## src/rtl/mac_pkg.sv

```systemverilog
// Shared types and the fixed-point round/saturate helper for the streaming MAC datapath.
package mac_pkg;

  localparam int unsigned DefDataW = 16;
  localparam int unsigned DefFracW = 14;

  // Working widths of round_sat; callers sign-extend into / slice out of these.
  localparam int unsigned RsAccW = 64;
  localparam int unsigned RsOutW = 32;

  typedef logic signed [DefDataW-1:0] q_fmt_t;

  // Round half up by frac_w bits, then clip to a signed out_w-bit range.
  // Returns {sat, value}; value is valid in its low out_w bits.
  function automatic logic [RsOutW:0] round_sat(input logic signed [RsAccW-1:0] acc,
                                                input int unsigned            frac_w,
                                                input int unsigned            out_w);
    logic signed [RsAccW-1:0] half;
    logic signed [RsAccW-1:0] r;
    logic signed [RsAccW-1:0] hi;
    logic signed [RsAccW-1:0] lo;
    logic                     sat;
    half = RsAccW'(1) << (frac_w - 1);
    hi   = (RsAccW'(1) << (out_w - 1)) - RsAccW'(1);
    lo   = -(RsAccW'(1) << (out_w - 1));
    r    = (acc + half) >>> frac_w;
    sat  = 1'b0;
    if (r > hi) begin
      r   = hi;
      sat = 1'b1;
    end else if (r < lo) begin
      r   = lo;
      sat = 1'b1;
    end
    return {sat, r[RsOutW-1:0]};
  endfunction

endpackage

```

## src/rtl/mac_round_sat.sv

```systemverilog
// Combinational round-half-up and saturate from the accumulator format to the output format.
module mac_round_sat
  import mac_pkg::*;
#(
  parameter int unsigned ACC_W  = 40,
  parameter int unsigned FRAC_W = 14,
  parameter int unsigned OUT_W  = 16
) (
  input  logic signed [ACC_W-1:0] acc_i,
  output logic signed [OUT_W-1:0] data_o,
  output logic                    sat_o
);

  logic [RsOutW:0] res;
  logic            unused_res_hi;

  assign res           = round_sat(RsAccW'(acc_i), FRAC_W, OUT_W);
  assign data_o        = res[OUT_W-1:0];
  assign sat_o         = res[RsOutW];
  assign unused_res_hi = ^res[RsOutW-1:OUT_W];

endmodule

```

## src/rtl/mac_stream_dot.sv

```systemverilog
// Streaming dot-product engine: 3-stage register/multiply/accumulate pipeline with one
// rounded, saturated result per vector and a single global stall on output backpressure.
module mac_stream_dot
  import mac_pkg::*;
#(
  parameter int unsigned DATA_W  = DefDataW,
  parameter int unsigned FRAC_W  = DefFracW,
  parameter int unsigned ACC_W   = 40,
  parameter int unsigned OUT_W   = 16,
  parameter int unsigned MAX_LEN = 64,
  parameter int unsigned CNT_W   = $clog2(MAX_LEN + 1)
) (
  input  logic                     clk,
  input  logic                     reset,
  input  logic                     clear,
  input  logic                     in_valid,
  output logic                     in_ready,
  input  logic signed [DATA_W-1:0] a_in,
  input  logic signed [DATA_W-1:0] b_in,
  input  logic                     in_last,
  output logic                     out_valid,
  input  logic                     out_ready,
  output logic signed [OUT_W-1:0]  out_data,
  output logic signed [ACC_W-1:0]  out_acc,
  output logic [CNT_W-1:0]         out_count,
  output logic                     out_sat
);

  localparam int unsigned     ProdW  = 2 * DATA_W;
  localparam logic [CNT_W-1:0] MaxCnt = CNT_W'(MAX_LEN);

  logic adv, flush, take;

  logic                     s1_valid_q, s1_last_q;
  logic signed [DATA_W-1:0] s1_a_q, s1_b_q;
  logic                     s2_valid_q, s2_last_q;
  logic signed [ProdW-1:0]  s2_prod_q;

  logic signed [ACC_W-1:0]  acc_q, acc_d;
  logic [CNT_W-1:0]         cnt_q, cnt_d;
  logic                     out_valid_q, out_valid_d;
  logic signed [OUT_W-1:0]  out_data_q, out_data_d;
  logic signed [ACC_W-1:0]  out_acc_q, out_acc_d;
  logic [CNT_W-1:0]         out_count_q, out_count_d;
  logic                     out_sat_q, out_sat_d;

  logic signed [ACC_W-1:0]  prod_ext, sum;
  logic [CNT_W-1:0]         cnt_inc;
  logic                     term_last, fire;
  logic signed [OUT_W-1:0]  rs_data;
  logic                     rs_sat;

  // A result held without out_ready stalls every stage, not only the output.
  assign adv      = !(out_valid_q && !out_ready);
  assign flush    = reset || clear;
  assign in_ready = adv && !flush;
  assign take     = in_valid && in_ready;

  always_ff @(posedge clk) begin
    if (flush) begin
      s1_valid_q <= 1'b0;
      s1_last_q  <= 1'b0;
      s1_a_q     <= '0;
      s1_b_q     <= '0;
      s2_valid_q <= 1'b0;
      s2_last_q  <= 1'b0;
      s2_prod_q  <= '0;
    end else if (adv) begin
      s1_valid_q <= take;
      s1_last_q  <= in_last;
      s1_a_q     <= a_in;
      s1_b_q     <= b_in;
      s2_valid_q <= s1_valid_q;
      s2_last_q  <= s1_last_q;
      s2_prod_q  <= ProdW'(s1_a_q) * ProdW'(s1_b_q);
    end
  end

  mac_round_sat #(
    .ACC_W (ACC_W),
    .FRAC_W(FRAC_W),
    .OUT_W (OUT_W)
  ) u_round_sat (
    .acc_i (sum),
    .data_o(rs_data),
    .sat_o (rs_sat)
  );

  always_comb begin
    prod_ext  = ACC_W'(s2_prod_q);
    cnt_inc   = cnt_q + CNT_W'(1);
    // A zero count marks the first term of a vector, so the stale accumulator is ignored.
    sum       = (cnt_q == '0) ? prod_ext : acc_q + prod_ext;
    term_last = s2_last_q || (cnt_inc == MaxCnt);
    fire      = adv && s2_valid_q;

    acc_d       = acc_q;
    cnt_d       = cnt_q;
    out_valid_d = out_valid_q;
    out_data_d  = out_data_q;
    out_acc_d   = out_acc_q;
    out_count_d = out_count_q;
    out_sat_d   = out_sat_q;

    if (fire && term_last) begin
      acc_d       = '0;
      cnt_d       = '0;
      out_valid_d = 1'b1;
      out_data_d  = rs_data;
      out_acc_d   = sum;
      out_count_d = cnt_inc;
      out_sat_d   = rs_sat;
    end else begin
      if (fire) begin
        acc_d = sum;
        cnt_d = cnt_inc;
      end
      if (out_valid_q && out_ready) begin
        out_valid_d = 1'b0;
      end
    end
  end

  always_ff @(posedge clk) begin
    if (flush) begin
      acc_q       <= '0;
      cnt_q       <= '0;
      out_valid_q <= 1'b0;
      out_data_q  <= '0;
      out_acc_q   <= '0;
      out_count_q <= '0;
      out_sat_q   <= 1'b0;
    end else begin
      acc_q       <= acc_d;
      cnt_q       <= cnt_d;
      out_valid_q <= out_valid_d;
      out_data_q  <= out_data_d;
      out_acc_q   <= out_acc_d;
      out_count_q <= out_count_d;
      out_sat_q   <= out_sat_d;
    end
  end

  assign out_valid = out_valid_q;
  assign out_data  = out_data_q;
  assign out_acc   = out_acc_q;
  assign out_count = out_count_q;
  assign out_sat   = out_sat_q;

endmodule

```

## config.mk

```make
export PLATFORM = sky130hd
export DESIGN_NAME = mac_stream_dot
export DESIGN_NICKNAME = d
export VERILOG_FILES = /design/src/rtl/mac_pkg.sv /design/src/rtl/mac_round_sat.sv /design/src/rtl/mac_stream_dot.sv
export SDC_FILE = /design/constraint.sdc
export NUM_CORES = 1
export LEC_CHECK = 0
export BUFFER_PORTS_ARGS = -buffer_cell sky130_fd_sc_hd__buf_2
export CORE_MARGIN = 2
export CORE_UTILIZATION = 27
export CTS_CLUSTER_DIAMETER = 150
export DETAILED_ROUTE_END_ITERATION = 16
export PLACE_DENSITY = 0.44
export SYNTH_ARGS = -nofsm -noshare
export SYNTH_HDL_FRONTEND = slang
export SYNTH_SLANG_ARGS = --single-unit
export TNS_END_PERCENT = 5
```

## constraint.sdc

```tcl
create_clock -name clk -period 14.45 [get_ports clk]
set_input_delay 2.1675 -clock clk [delete_from_list [all_inputs] [get_ports clk]]
set_output_delay 2.1675 -clock clk [all_outputs]
set_load 0.02 [all_outputs]
```

==> results of run 1 <==
-- cells by family (layout without fill, tap and decap cells) --
kind of cell | Yosys count | after routing
AO/OA/AOI/OAI | 439 | 439
buffers and inverters | 471 | 500
multiplexers | 15 | 15
flip-flops | 180 | 180
XOR/XNOR | 93 | 93
adder cells (fa/ha/maj) | 387 | 387
AND/OR/NAND/NOR | 806 | 806
-- worst paths after layout --
check,from,slack [ns],end,cells after the start
max,s1_a_q[8]$_SDFFE_PP0N_,6.83,s2_prod_q[30]$_SDFFE_PP0N_,23
min,out_acc[18]$_SDFFE_PP0P_,0.46,out_acc[18]$_SDFFE_PP0P_,2
max reg2reg,s1_a_q[8]$_SDFFE_PP0N_,6.83,s2_prod_q[30]$_SDFFE_PP0N_,23
min reg2reg,out_acc[18]$_SDFFE_PP0P_,0.46,out_acc[18]$_SDFFE_PP0P_,2
-- state kept, by name, summed over array words and instances, names as in the netlist --
register and count:
out_valid 1, s1_valid_q 1, out_data 16, out_count 7, s1_b_q 16, acc_q 40, s2_valid_q 1, cnt_q 7
out_sat 1, s1_last_q 1, s2_prod_q 32, s1_a_q 16, out_acc 40, s2_last_q 1
-- worst reg2reg max path, delay by kind of cell (launching register included) --
| family | cells | cell delay, ns |
|---|---|---|
| adder cells (fa/ha/maj) | 7 | 3.44 |
| AO/OA/AOI/OAI | 11 | 2.84 |
| flip-flops | 1 | 0.72 |
| AND/OR/NAND/NOR | 1 | 0.18 |
| buffers and inverters | 3 | 0.15 |
| XOR/XNOR | 1 | 0.15 |
-- Yosys cell counts (all sizes together), types with 4 or more instances --
cell,instances,area [um^2]
a211oi,71,548
a21boi,4,30.0
a21o,26,195
a21oi,166,842
a221oi,5,67.6
a22o,5,43.8
a31oi,18,113
and2,119,747
and3,15,97.6
buf,12,83.8
clkbuf,105,455
dfxtp,180,3600
fa,263,5270
ha,124,1550
inv,351,1320
mux2i,14,140
nand2,349,1310
nand2b,12,75.1
nand3,26,143
nand4,21,165
nor2,197,739
nor2b,5,31.3
nor3,27,146
nor3b,4,35.0
nor4,11,90.1
o211ai,22,220
o21a,9,67.6
o21ai,58,298
o21bai,16,120
o31ai,9,77.6
or2,7,43.8
or3,6,50.0
xnor2,61,534
xor2,32,280
-- final cells by class --
class | count | area share (%)
clock buffers | 18 | 1.97
flip-flops and latches | 180 | 16.5
multi-input cells | 1740 | 66.3
clock inverters | 13 | 0.757
repair buffers | 117 | 2.85
well taps | 959 | 5.50
inverters | 352 | 6.06
-- power groups by stage --
stage	Clock, mW	Combinational, mW	Sequential (mW)
4_1_cts	0.512	0.258	0.533
3_5_place_dp	0	0.256	0.544
6_report	0.493	0.253	0.533
2_1_floorplan	0	0.201	0.525
5_1_grt	0.527	0.294	0.535
3_3_place_gp	0	0.255	0.543
-- through the flow --
stage	setup slack [ns]	std cells	hold slack, ns	total power [mW]	util, %
3_5_place_dp	6.74	3348	0.447	0.801	29.0
2_1_floorplan	7.74	2391	0.432	0.727	-
6_report	6.83	3379	0.456	1.28	29.8
4_1_cts	6.70	3379	0.459	1.30	29.8
3_3_place_gp	6.92	3348	0.446	0.798	29.0
5_1_grt	6.25	3379	0.472	1.36	29.8
-- routing by layer --
metal | up-vias | track usage (%) | share of wire, %
met3 | 44 | 2.24 | 3.2
met4 | 2 | 4.05 | 1.6
li1 | 7742 | - | -
met5 | - | 0 | 0.021
met2 | 262 | 26.6 | 48
met1 | 7979 | 20.7 | 47
==> flow_metrics.py, run 1 <==
metrics = {
    "yosys": {
        "ys_seq_area_share_pct": 18.1,
        "synth_ff_type": "dfxtp_1",
        "synth_compound_area_share_pct": 14.6,
        "syn_nets": 2816,
        "synth_top_family_by_area": "adder cells",
        "avgSynthCellArea_um2": 8.34,
        "ys_types": 90,
        "synth_warnings": 0,
        "synth_cells": 2391,
        "synth_edf_count": 0,
        "ys_ff_latch": 180,
        "synth-simple-area-share_pct": 18.7,
        "synth-xor-area-share_pct": 4.08,
        "synth_area_um2": 19900,
        "yosys.area_share.adder_pct": 34.2,
        "async_flop_share_pct": 0,
        "muxShareOfSynthArea_pct": 0.759,
    },
    "critical_path": {
        "path_cells": "nand2_1 -> fa_1 -> fa_1 -> fa_1 -> fa_1 -> inv_1 -> fa_1 -> inv_1 -> fa_1 -> inv_1 -> ha_1 -> a21o_1 -> a21o_1 -> o21ai_0 -> o21ai_0 -> o41ai_1 -> o21ai_0 -> a221oi_1 -> o21ai_0 -> a21boi_0 -> o21bai_1 -> xor2_1 -> a22o_1",
        "critPathLaunchType": "flop",
        "crit_path_end_kind": "flop",
        "crit_required_ns": 14.83,
        "cp_slowest_stage_delay_ns": 0.72,
        "crit_top_cell": "fa_1",
        "critPathKind": "reg2reg",
        "crit_family": "adder cells",
        "crit_path_max_fanout": 17,
        "crit_slowest_cell": "dfxtp_1",
        "crit_buf_inv": 3,
        "arrival_ns": 8.01,
    },
    "place": {
        "placed_area_um2": 21200,
        "place_congestion": 0.869,
        "numPortBuffers": 103,
        "dp.final_hpwl_mm": 45.8,
    },
    "finish": {
        "stdcell_area_um2": 21800,
        "nNetsFinal": 2833,
        "antennaDiodeCount": 0,
        "fill_cells": 7868,
        "area_growth_pct": 9.31,
        "multi_input_area_um2": 14500,
        "final_cell_mix": "351 x inv_1, 348 x nand2_1, 263 x fa_1",
        "drive_gt1_share_pct": 8.55,
        "final_common_cell": "inv_1",
        "seqCellArea_um2": 3600,
    },
    "min_path": {
        "min_path_type": "reg2reg",
    },
    "clocking": {
        "clkLatencyLatePin_ns": 0.51,
        "cts.sink_count": 180,
        "cts.path.max_buffers": 2,
        "hold_buffers": 0,
        "cts_root_buffer": "clkbuf_16",
        "cts_setup_buffers": 0,
        "ctsResizeCount": 0,
        "h-tree-depth": 4,
        "path_clk_slew_ns": 0.08,
        "cts_tree": "built",
        "cts_made_buffers": 17,
    },
    "route": {
        "drtAntennaViolNets": 0,
        "via_per_inst": 4.74,
        "drt-initial-drc-count": 706,
        "drcViolationCount": 7,
        "wl_per_cell_um": 16.8,
        "vias": 16000,
        "routed_wl_mm": 56.8,
        "firstDrtPassIters": 11,
    },
    "sta": {
        "final-hold-violation-count": 0,
        "tightest_slew_ns": 1.08,
        "post-route-min-period_ns": 7.62,
        "timing.setup.tns_ns": 0,
        "max_freq_ghz": 0.131,
        "setup_viol": 0,
        "skew_ns": 0.0202,
        "slew_headroom_pct": 27.9,
        "period_share_pct": 52.8,
        "rsz0062_at_grt": "no",
        "finalMaxSlewViolations": 0,
    },
    "floorplanning": {
        "initial_core_util_pct": 27.3,
        "die_area_um2": 76100,
        "die_w_um": 276,
        "rows": 99,
        "pin_count": 104,
        "coreArea_um2": 73100,
        "die_h_um": 276,
    },
    "power_and_ir_drop": {
        "power.share.clock_pct": 38.6,
        "combPwrFrac_pct": 19.8,
        "power.density_nw_per_um2": 58.7,
        "intPower_uw": 863,
        "ir_worst_vdd_v": 0.0000560,
        "swShare_pct": 32.5,
        "seqPwrFrac_pct": 41.6,
        "p_leak_nw": 9.77,
        "switchingPower_uw": 416,
    },
    "run_status": {
        "status": "finished, violations left",
        "violations": "DRC",
    },
    "grt": {
        "gr-usage-all-layers_pct": 15.6,
        "grt_pass1_wl_mm": 92.3,
        "grt_pass1_vias": 16700,
        "antenna_found_initial": 1,
        "grt_max_degree": 79,
        "grt.overflow.total": 0,
    },
    "flow_run": {
        "cap_violations": 0,
    },
}
Power figures use the tool's default switching activity.
==> inputs of run 2 (changes only) <==
- ABC_AREA: unset -> 1
- PLACE_DENSITY: 0.44 -> 0.45
- clock period: 14.45 -> 6.4 ns (I/O delays scaled with it)
==> flow_metrics.py, run 2 <==
metrics = {
    "run_status": {
        "status": "complete, no violations",
    },
    "floorplanning": {
        "pin_count": 104,
        "die_w_um": 284,
        "coreArea_um2": 77600,
        "die_h_um": 284,
        "initial_core_util_pct": 27.3,
        "die_area_um2": 80700,
        "rows": 102,
    },
    "critical_path": {
        "critPathLaunchType": "flop",
        "crit_path_end_kind": "flop",
        "crit_slowest_cell": "fa_1",
        "cp_slowest_stage_delay_ns": 0.55,
        "arrival_ns": 6.38,
        "crit_family": "adder cells",
        "crit_required_ns": 6.78,
        "critPathKind": "reg2reg",
        "crit_buf_inv": 8,
        "crit_path_max_fanout": 13,
    },
    "grt": {
        "grt_pass1_vias": 18700,
        "grt_pass1_wl_mm": 104,
        "grt.overflow.total": 0,
        "antenna_found_initial": 1,
        "gr-usage-all-layers_pct": 16.5,
        "grt_max_degree": 89,
    },
    "yosys": {
        "synth-simple-area-share_pct": 24.3,
        "netlist_top_cells_area": "fa_1 25%, dfxtp_1 17%, nand2_1 15%",
        "synth_edf_count": 0,
        "synth_top_area_share_pct": 24.9,
        "syn_nets": 3471,
        "synth_warnings": 0,
        "avgSynthCellArea_um2": 6.96,
        "ys_types": 48,
        "muxShareOfSynthArea_pct": 0.0472,
        "synth_common_cells": "835 x nand2_1, 723 x inv_1, 263 x fa_1",
        "synth_compound_area_share_pct": 8.76,
        "post-synth-top-area-cell": "fa_1",
        "synth-xor-area-share_pct": 2.52,
        "synth_ff_type": "dfxtp_1",
        "yosys.area_share.adder_pct": 32.2,
        "synth.most_common_cell": "nand2_1",
        "ys_seq_area_share_pct": 17.0,
        "synth_top_family_by_area": "adder cells",
        "synth_area_um2": 21200,
        "ys_ff_latch": 180,
        "async_flop_share_pct": 0,
        "synth_cells": 3046,
    },
    "place": {
        "dp.final_hpwl_mm": 54.3,
        "numPortBuffers": 103,
        "placed_area_um2": 23200,
        "place_congestion": 0.903,
        "place_inst": 4150,
    },
    "finish": {
        "final_common_cell": "nand2_1",
        "final_cell_mix": "835 x nand2_1, 723 x inv_1, 261 x fa_1",
        "stdcell_area_um2": 23900,
        "fin_cells": 4184,
        "nNetsFinal": 3556,
        "area_growth_pct": 12.6,
        "utilization_pct": 30.8,
        "drive_gt1_share_pct": 10.8,
    },
    "min_path": {
        "min_path_type": "reg2reg",
    },
    "route": {
        "firstDrtPassIters": 5,
        "drt-initial-drc-count": 956,
        "highest_layer": "met4",
        "wl_per_cell_um": 15.5,
        "drcViolationCount": 0,
        "drtAntennaViolNets": 0,
        "wl_met2_mm": 31.1,
        "vias": 18000,
        "routed_wl_mm": 64.8,
        "via_per_inst": 4.30,
        "wl_met1_mm": 30.6,
        "wl_met3_mm": 1.80,
    },
    "sta": {
        "final-hold-violation-count": 0,
        "rsz0062_at_grt": "yes",
        "skew_ns": 0.0232,
        "period_share_pct": 93.7,
        "setup_viol": 0,
        "max_freq_ghz": 0.167,
        "slew_headroom_pct": 30.2,
        "timing.hold.ws_ns": 0.446,
        "finalMaxSlewViolations": 0,
        "timing.setup.tns_ns": 0,
        "post-route-min-period_ns": 6.00,
        "tightest_slew_ns": 1.05,
    },
    "clocking": {
        "path_clk_slew_ns": 0.08,
        "cts.path.max_buffers": 2,
        "cts_root_buffer": "clkbuf_16",
        "hold_buffers": 0,
        "cts.sink_count": 180,
        "h-tree-depth": 4,
        "cts_tree": "built",
        "cts_made_buffers": 17,
        "clkLatencyLatePin_ns": 0.50,
    },
    "flow_run": {
        "cap_violations": 0,
    },
    "power_and_ir_drop": {
        "ir_worst_vdd_v": 0.000183,
        "power.density_nw_per_um2": 125,
        "p_leak_nw": 12.9,
    },
}
run 2: path summary, 6_finish.rpt:
check / end / from / slack (ns) / cells past startpoint
min: out_acc[0]$_SDFFE_PP0P_ / out_acc[0]$_SDFFE_PP0P_ / 0.45 / 2
max: s2_prod_q[28]$_SDFFE_PP0N_ / s1_a_q[7]$_SDFFE_PP0N_ / 0.40 / 27
max reg2reg: s2_prod_q[28]$_SDFFE_PP0N_ / s1_a_q[7]$_SDFFE_PP0N_ / 0.40 / 27
min reg2reg: out_acc[0]$_SDFFE_PP0P_ / out_acc[0]$_SDFFE_PP0P_ / 0.45 / 2
run 2: per-layer routing:
| layer | vias to the layer above | global-route usage, % |
|---|---|---|
| met3 | 61 | 2.05 |
| met2 | 243 | 28.8 |
| met5 | - | 0 |
| met4 | 0 | 4.54 |
| li1 | 9238 | - |
| met1 | 8458 | 21.4 |
run 2: worst reg2reg max path: cells and delay by family, from the launching register on:
family | cells | cell delay, ns
buf+inv | 8 | 0.63
flops | 1 | 0.31
simple gates | 5 | 0.47
fa+ha+maj | 7 | 3.42
compound gates | 7 | 1.05
run 2: cell families after synthesis:
group / after synthesis
simple gates: 1220
fa+ha+maj: 387
xor+xnor: 61
flops: 180
mux: 1
buf+inv: 851
compound gates: 346
run 2: metrics by stage:
stage	setup WS (ns)	power, mW
finish	0.404	2.99
global route	-0.0229	3.17
CTS	0.113	3.04
detailed placement	0.142	1.91
global placement	0.159	1.91
floorplan	0.197	1.67
run 2: cell type report:
type	instances	area, um^2
Antenna cell	1	2.50
Tap cell	1040	1300
Multi-Input combinational cell	2015	14400
Inverter	733	2750
Clock buffer	18	429
Clock inverter	13	141
Fill cell	8741	53700
Timing Repair Buffer	184	1190
Sequential cell	180	3640
run 2: what timing repair did:
action | CTS | global route
resized for setup | 0 | 29
endpoints found under the setup margin | 0 | 12
setup buffers | 0 | 2
run 2: where the power goes:
part	switching (mW)	internal [mW]
logic	0.446	0.249
clock network	0.561	0.549
registers	0.0402	1.14
total	1.05	1.94
